--- config.mk ---
export PLATFORM = sky130hd
export DESIGN_NAME = fixed_divmod
export DESIGN_NICKNAME = d
export VERILOG_FILES = /design/src/rtl/fixed_divmod.sv
export SDC_FILE = /design/constraint.sdc
export NUM_CORES = 1
export LEC_CHECK = 0
export BUFFER_PORTS_ARGS = -buffer_cell sky130_fd_sc_hd__buf_2
export CAP_MARGIN = 20
export CORE_ASPECT_RATIO = 0.6
export CORE_UTILIZATION = 50
export CTS_BUF_LIST = sky130_fd_sc_hd__clkbuf_2 sky130_fd_sc_hd__clkbuf_4 sky130_fd_sc_hd__clkbuf_8
export CTS_CLUSTER_SIZE = 20
export DETAILED_ROUTE_END_ITERATION = 10
export PLACE_DENSITY = 0.69
export SYNTH_ARGS = -nofsm -noshare
export SYNTH_HDL_FRONTEND = slang
export SYNTH_SLANG_ARGS = --single-unit
--- constraint.sdc ---
create_clock -name clk -period 9.69 [get_ports clk]
set_input_delay 0.969 -clock clk [delete_from_list [all_inputs] [get_ports clk]]
set_output_delay 0.969 -clock clk [all_outputs]
set_load 0.05 [all_outputs]
--- src/rtl/fixed_divmod.sv ---
// Purpose: sequential signed divider returning floored quotient/remainder (q = floor(a/b), r = a - b*q).
// Latency: W+2 edges from accept to out_valid (1 edge for divide-by-zero / overflow); one op in flight.
// Backpressure: result held in DONE until out_ready; in_ready only in IDLE, so new operands stall meanwhile.
module fixed_divmod #(
    parameter int W = 16
) (
    input  logic         clk,
    input  logic         rst_n,
    input  logic         in_valid,
    output logic         in_ready,
    input  logic [W-1:0] dividend,
    input  logic [W-1:0] divisor,
    output logic         out_valid,
    input  logic         out_ready,
    output logic [W-1:0] quotient,
    output logic [W-1:0] remainder,
    output logic         div_by_zero,
    output logic         overflow
);

    typedef enum logic [1:0] {IDLE, CALC, FIX, DONE} state_t;

    localparam int CW = $clog2(W);
    localparam logic [W-1:0] MIN_VAL = {1'b1, {(W-1){1'b0}}};

    state_t        state_q, state_d;
    logic [W-1:0]  dvd_q, dvd_d;       // |a|, shifted out MSB first
    logic [W-1:0]  bmag_q, bmag_d;     // |b|
    logic [W-1:0]  bsgn_q, bsgn_d;     // b as given, for the floor correction
    logic [W:0]    rem_q, rem_d;       // partial remainder
    logic [W-1:0]  quo_q, quo_d;       // quotient magnitude
    logic [CW-1:0] cnt_q, cnt_d;
    logic          sa_q, sa_d, sb_q, sb_d;
    logic [W-1:0]  quot_q, quot_d, remo_q, remo_d;
    logic          dbz_q, dbz_d, ovf_q, ovf_d;

    // Next-state and datapath: accept, restoring iterations, sign/floor fix-up, hold result.
    always_comb begin
        logic [W-1:0] a_abs, b_abs, q_t, r_t;
        logic [W+1:0] rem_sh, diff;
        state_d = state_q;
        dvd_d   = dvd_q;
        bmag_d  = bmag_q;
        bsgn_d  = bsgn_q;
        rem_d   = rem_q;
        quo_d   = quo_q;
        cnt_d   = cnt_q;
        sa_d    = sa_q;
        sb_d    = sb_q;
        quot_d  = quot_q;
        remo_d  = remo_q;
        dbz_d   = dbz_q;
        ovf_d   = ovf_q;
        a_abs   = dividend[W-1] ? -dividend : dividend;
        b_abs   = divisor[W-1] ? -divisor : divisor;
        rem_sh  = {rem_q, dvd_q[W-1]};
        diff    = rem_sh - {2'b00, bmag_q};
        q_t     = (sa_q ^ sb_q) ? -quo_q : quo_q;
        r_t     = sa_q ? -rem_q[W-1:0] : rem_q[W-1:0];

        case (state_q)
            IDLE: begin
                if (in_valid) begin
                    // -2^(W-1) negates to itself, which reads as unsigned 2^(W-1).
                    dvd_d  = a_abs;
                    bmag_d = b_abs;
                    bsgn_d = divisor;
                    sa_d   = dividend[W-1];
                    sb_d   = divisor[W-1];
                    rem_d  = '0;
                    quo_d  = '0;
                    quot_d = '0;
                    remo_d = '0;
                    dbz_d  = 1'b0;
                    ovf_d  = 1'b0;
                    if (divisor == '0) begin
                        remo_d  = dividend;
                        dbz_d   = 1'b1;
                        state_d = DONE;
                    end else if (dividend == MIN_VAL && divisor == '1) begin
                        quot_d  = MIN_VAL;
                        ovf_d   = 1'b1;
                        state_d = DONE;
                    end else begin
                        cnt_d   = CW'(W - 1);
                        state_d = CALC;
                    end
                end
            end
            CALC: begin
                dvd_d = dvd_q << 1;
                if (!diff[W+1]) begin
                    rem_d = diff[W:0];
                    quo_d = {quo_q[W-2:0], 1'b1};
                end else begin
                    rem_d = rem_sh[W:0];
                    quo_d = {quo_q[W-2:0], 1'b0};
                end
                if (cnt_q == '0) state_d = FIX;
                else             cnt_d   = cnt_q - CW'(1);
            end
            FIX: begin
                // Truncated result becomes floored when the remainder's sign disagrees with b.
                if (r_t != '0 && r_t[W-1] != sb_q) begin
                    quot_d = q_t - W'(1);
                    remo_d = r_t + bsgn_q;
                end else begin
                    quot_d = q_t;
                    remo_d = r_t;
                end
                state_d = DONE;
            end
            default: begin
                if (out_ready) state_d = IDLE;
            end
        endcase
    end

    // State and datapath registers; reset aborts any division in flight.
    always_ff @(posedge clk or negedge rst_n) begin
        if (!rst_n) begin
            state_q <= IDLE;
            dvd_q   <= '0;
            bmag_q  <= '0;
            bsgn_q  <= '0;
            rem_q   <= '0;
            quo_q   <= '0;
            cnt_q   <= '0;
            sa_q    <= 1'b0;
            sb_q    <= 1'b0;
            quot_q  <= '0;
            remo_q  <= '0;
            dbz_q   <= 1'b0;
            ovf_q   <= 1'b0;
        end else begin
            state_q <= state_d;
            dvd_q   <= dvd_d;
            bmag_q  <= bmag_d;
            bsgn_q  <= bsgn_d;
            rem_q   <= rem_d;
            quo_q   <= quo_d;
            cnt_q   <= cnt_d;
            sa_q    <= sa_d;
            sb_q    <= sb_d;
            quot_q  <= quot_d;
            remo_q  <= remo_d;
            dbz_q   <= dbz_d;
            ovf_q   <= ovf_d;
        end
    end

    assign in_ready    = (state_q == IDLE);
    assign out_valid   = (state_q == DONE);
    assign quotient    = quot_q;
    assign remainder   = remo_q;
    assign div_by_zero = dbz_q;
    assign overflow    = ovf_q;

endmodule

======== Word-level counts from Yosys, hierarchy flattened ========
Index checks and enable logic that the tools add are counted.
operators by class
  bitwise logic cells ..................... 1
  $lt $le $gt $ge ......................... 0
  multipliers ............................. 0
  div/mod/pow operators ................... 0
  reductions and logical operators ........ 14
  muxes and demuxes ....................... 35
  shift operators ......................... 0
  $add $sub $neg .......................... 8
  equality and inequality tests ........... 11
operator list
  kind                     number
  $mux W16                 13
  $pmux W16 S2             4
  $neg A16 Y16             4
  $mux W17                 2
  $pmux W17 S2             1
  $eq A16 B16 Y1 const B   2
  $sub A18 B16 Y18         1
  $add A16 B16 Y16         1
  $logic_not A16 Y1        1
  $mux W4                  4
  $reduce_bool A16 Y1      1
  $sub A16 B1 Y16 const B  1
  $mux W2                  5
  $ne A2 B2 Y1 const B     5
  $pmux W4 S2              1
  $pmux W2 S3              1
  $reduce_and A2 Y1        3
  $reduce_and A5 Y1        1
  $eq A2 B2 Y1 const B     2
  $logic_not A4 Y1         1
  $mux W1                  4
  $reduce_bool A2 Y1       2
  $reduce_bool A4 Y1       1
  $sub A4 B1 Y4 const B    1
  other kinds (6)          7
storage, ports and cells
  logic and storage cells ................. 82
  bits in read-only memories .............. 0
  bits in latches ......................... 0
  output and inout port bits .............. 36
  register bits ........................... 123
  bits of input ports ..................... 36
  bits in writable memories ............... 0
  memories kept ........................... 0

======== Logic depth before layout (Yosys ltp) ========
  depth in word-level cells ............... 6
  mapped depth ............................ 16
  depth with buffers taken out ............ 15

======== Least setup slack after synthesis ========
No wires, ideal clock.
  kind .................................... reg2reg
  from .................................... reg sa_q
  to ...................................... reg remo_q[14] (netlist: remainder[14])
  library setup time ...................... 0.082 ns
  data arrival time ....................... 3.404 ns
  period minus slack after synthesis ...... 3.486 ns
  buffers on the path ..................... 3
  data required time ...................... 9.608 ns
  stages on the path, launching flop included .. 15
  path slack .............................. 6.204 ns
  path through ............................ dfrtp_1 clkbuf_1 buf_1 clkbuf_1 o21ai_0 fa_1 a211oi_1 o21ai_0 a21oi_1 o21bai_1 a221o_1 o41a_1 xor2_1 nand2_1 a31oi_1
on the way
  longest elaborated chain between the ends .. 5
  elaborated cells on any way between the ends .. 7
  those cells by class .................... add/sub (1); eq/ne (1); mux (3); reduce/logical (2)
ends and longest elaborated chain
  item                                                      RTL line  RTL
  start, declared                                           33        logic sa_q, sa_d, sb_q, sb_d;
  start signal, assigned                                    129       sa_q <= 1'b0;
  start signal, assigned                                    143       sa_q <= sa_d;
  $mux W16 (*)                                              59        r_t = sa_q ? -rem_q[W-1:0] : rem_q[W-1:0];
  branches (longest 2 deep; another with $add A16 B16 Y16)  -
  $mux W16 (*)                                              104       if (r_t != '0 && r_t[W-1] != sb_q) begin
  $pmux W16 S2 (*)                                          61        case (state_q)
  end signal, assigned                                      146       remo_q <= remo_d;
  end, declared                                             34        logic [W-1:0] quot_q, quot_d, remo_q, remo_d;
Mark *: on every way between the ends.
A chain may end at the register's enable or synchronous reset.

======== Final worst setup path ========
  from .................................... reg rem_q[7]
  to ...................................... reg remo_q[10] (netlist: remainder[10])
on the way
  longest elaborated chain between the ends .. 6
  elaborated cells on any way between the ends .. 8
  those cells by class .................... add/sub (2); eq/ne (1); mux (3); reduce/logical (2)
ends and longest elaborated chain
  item                                                      RTL line  RTL
  start, declared                                           30        logic [W:0] rem_q, rem_d;
  start signal, assigned                                    140       rem_q <= rem_d;
  $neg A16 Y16                                              59
  $mux W16 (*)                                              59
  branches (longest 2 deep; another with $add A16 B16 Y16)  -
  $mux W16 (*)                                              104
  $pmux W16 S2 (*)                                          61
Marked as above.

==> impl_metrics.yaml <==
cts:
  clk_latency_ns: 0.46
  cts_tree: "done"
  clkTransAtPathRegs_ns: 0.08
  cts_buffers: 17
  cts_setup_buffers: 0
  htreeDepth: 4
  root_buffer: "clkbuf_8"
  hold_buffers: 0
  clockBufferDepth: 2
  numClockSinks: 121
  postCtsResizedCells: 0
synth:
  ys.flop_type: "dfrtp_1"
  synthMuxAreaShare: 0.05491
  syn_area_per_cell_um2: 8.721
  synth_compound_area_frac: 0.2173
  async_flop_share: 1.000
  yosysWarnings: 0
  synth.yosys.seq_area_share: 0.3497
  synth_fa_ha_area_frac: 0.07109
  synth-edff-count: 0
  syn-instance-count: 993
  synth_top_family_by_area: "compound AO/OA/AOI/OAI gates"
  netlist_area_um2: 8660
  synthSimpleGateAreaFrac: 0.1680
  ys_types: 76
  synth_nets: 1077
  ys_ff_latch: 121
  synth-xor-area-share: 0.09406
detailed_routing:
  drt-vias-per-instance: 6.031
  drt-total-wl_um: 25510
  wl_per_cell_um: 20.02
  dr_total_vias: 7683
  drc: 0
  detail-route-antenna-nets: 0
  firstDrtPassIters: 7
  drtIter0Drc: 975
final_layout:
  design_area_um2: 9508
  fin_cells: 1274
  drive_gt1_frac: 0.1453
  nFillCells: 1547
  final_cell_mix: "nand2_1 (123), dfrtp_1 (121), o21ai_0 (103)"
  num_antenna_cells: 0
  synthToLayoutAreaGrowth_pct: 9.796
  final_common_cell: "nand2_1"
  nNetsFinal: 1117
placement:
  dpl-instance-area_um2: 9139
  placed_cells: 1241
  gp_congestion: 0.9538
  hpwl_um: 18850
  io_buffers: 71
sta:
  max_freq_mhz: 244.1
  fin_skew_ns: 0.01559
  setup_viol: 0
  finalCriticalPeriod_ns: 4.097
  tightestPinTransition_ns: 1.109
  period_share: 0.4228
  hold_viol: 0
  maxSlewHeadroom: 0.2604
  rsz0062_at_grt: "false"
  slew_violations: 0
  setup_tns_ns: 0
global_route:
  overflow: 0
  grt_max_degree: 65
  antenna_found_initial: 0
  grt_pass1_wl_um: 40050
  track_usage: 0.2972
  grt_pass1_vias: 6743
min_path:
  worstHoldPathType: "reg2reg"
floorplan:
  die_h_um: 103.9
  num_rows: 36
  die_w_um: 171.9
  core_um2: 16580
  dieArea_um2: 17870
  ios: 72
  initial_core_util: 0.5224
critical_path:
  cp-start-kind: "flop"
  slowest_delay_ns: 0.64
  path_max_fanout: 31
  slowest_stage: "or4_1"
  worstPathCellList: "or3_4 > or4_1 > o41ai_2 > xor2_1 > and2_1 > a21o_1 > buf_4 > mux2_1 > a221oi_1 > nor2_1"
  cp_data_required_time_ns: 10.03
  rrSetupSlack_ns: 5.59
  worstSetupEndpointType: "flop"
  timing_worst_setup_path_type: "reg2reg"
  worst_ep_arrival_time_ns: 4.44
run:
  maxCapViolCount: 0
run_status:
  outcome: "complete, no violations"
-- layer usage --
metal,up-vias,global-route usage,part of all wire
li1,3650,-,-
met1,3701,0.4899,0.51
met2,312,0.3494,0.36
met3,20,0.1134,0.12
met4,0,0.05183,0.0070
met5,-,0,0
-- synthesized netlist by cell type (4+ instances only) --
| cell type | number | area (µm²) |
|---|---|---|
| a211oi_1 | 7 | 52.55 |
| a21o_1 | 7 | 52.55 |
| a21oi_1 | 56 | 280.3 |
| a22o_1 | 15 | 131.4 |
| a31oi_1 | 8 | 50.05 |
| and2_1 | 4 | 25.02 |
| and4_1 | 7 | 61.31 |
| buf_1 | 5 | 18.77 |
| buf_2 | 8 | 40.04 |
| clkbuf_1 | 46 | 172.7 |
| dfrtp_1 | 121 | 3028 |
| ha_1 | 46 | 575.6 |
| inv_1 | 39 | 146.4 |
| mux2_2 | 18 | 202.7 |
| mux2i_1 | 22 | 220.2 |
| nand2_1 | 124 | 465.5 |
| nand2b_1 | 8 | 50.05 |
| nand3_1 | 17 | 85.08 |
| nand4_1 | 11 | 68.82 |
| nor2_1 | 65 | 244.0 |
| nor2b_1 | 7 | 43.79 |
| nor3_1 | 15 | 75.07 |
| nor4_1 | 6 | 37.54 |
| o2111ai_1 | 4 | 35.03 |
| o21a_1 | 6 | 45.04 |
| o21ai_0 | 103 | 515.5 |
| o21bai_1 | 4 | 30.03 |
| o22ai_1 | 7 | 43.79 |
| o31ai_1 | 17 | 127.6 |
| o41ai_1 | 8 | 70.07 |
| or2_2 | 4 | 25.02 |
| or3_1 | 10 | 62.56 |
| or4_1 | 11 | 82.58 |
| xnor2_1 | 52 | 455.4 |
| xor2_1 | 41 | 359.1 |
-- sequential cells by signal (all words and copies together), names as in the netlist --
register and flops:
cnt_q 4, remainder 16, bsgn_q 15, rem_q 17, state_q 2, dvd_q 16, overflow 1, quotient 16
bmag_q 16, quo_q 16, sa_q 1, div_by_zero 1
-- through the flow --
stage	setup WS, ns	hold slack [ns]	util
finish	5.593	0.4785	0.5736
CTS	5.650	0.4838	0.5733
global placement	5.763	0.4611	0.5513
global route	5.445	0.5074	0.5736
floorplan	6.204	0.4498	-
detailed placement	5.687	0.4650	0.5513
-- layout make-up --
cell class | instances | area, µm² | share of cell area
clock buffers | 20 | 262.8 | 0.02764
clock inverters | 12 | 101.3 | 0.01066
inverters | 39 | 146.4 | 0.01540
multi-input cells | 773 | 5254 | 0.5526
flip-flops and latches | 121 | 3028 | 0.3185
well taps | 228 | 285.3 | 0.03000
repair buffers | 81 | 430.4 | 0.04527
-- kinds of logic (layout without fill, tap and decap cells) --
family	Yosys count	count (layout)
compound gates	286	286
xor+xnor	93	93
fa+ha+maj	48	48
buf+inv	99	152
flops	121	121
mux	44	44
simple gates	302	302
-- worst max-delay path, delay by kind of cell (launching register included) --
family	cells	cell delay [ns]
compound gates	3	0.67
mux	1	0.37
buf+inv	1	0.34
xor+xnor	1	0.62
simple gates	4	1.45
flops	1	0.51
-- worst paths after layout --
path	to	cells after the start	startpoint
hold reg to reg	bmag_q[3]	2	bmag_q[3]
max in group asynchronous	quotient[0]	2	rst_n
setup reg to reg	remainder[10]	10	rem_q[7]
min in group asynchronous	bmag_q[15]	1	rst_n
setup / recovery	remainder[10]	10	rem_q[7]
hold / removal	bmag_q[3]	2	bmag_q[3]
Power is left out: the tool's default activity adds up to more than one toggle a clock period on the data nets, which glitch-free logic cannot reach.
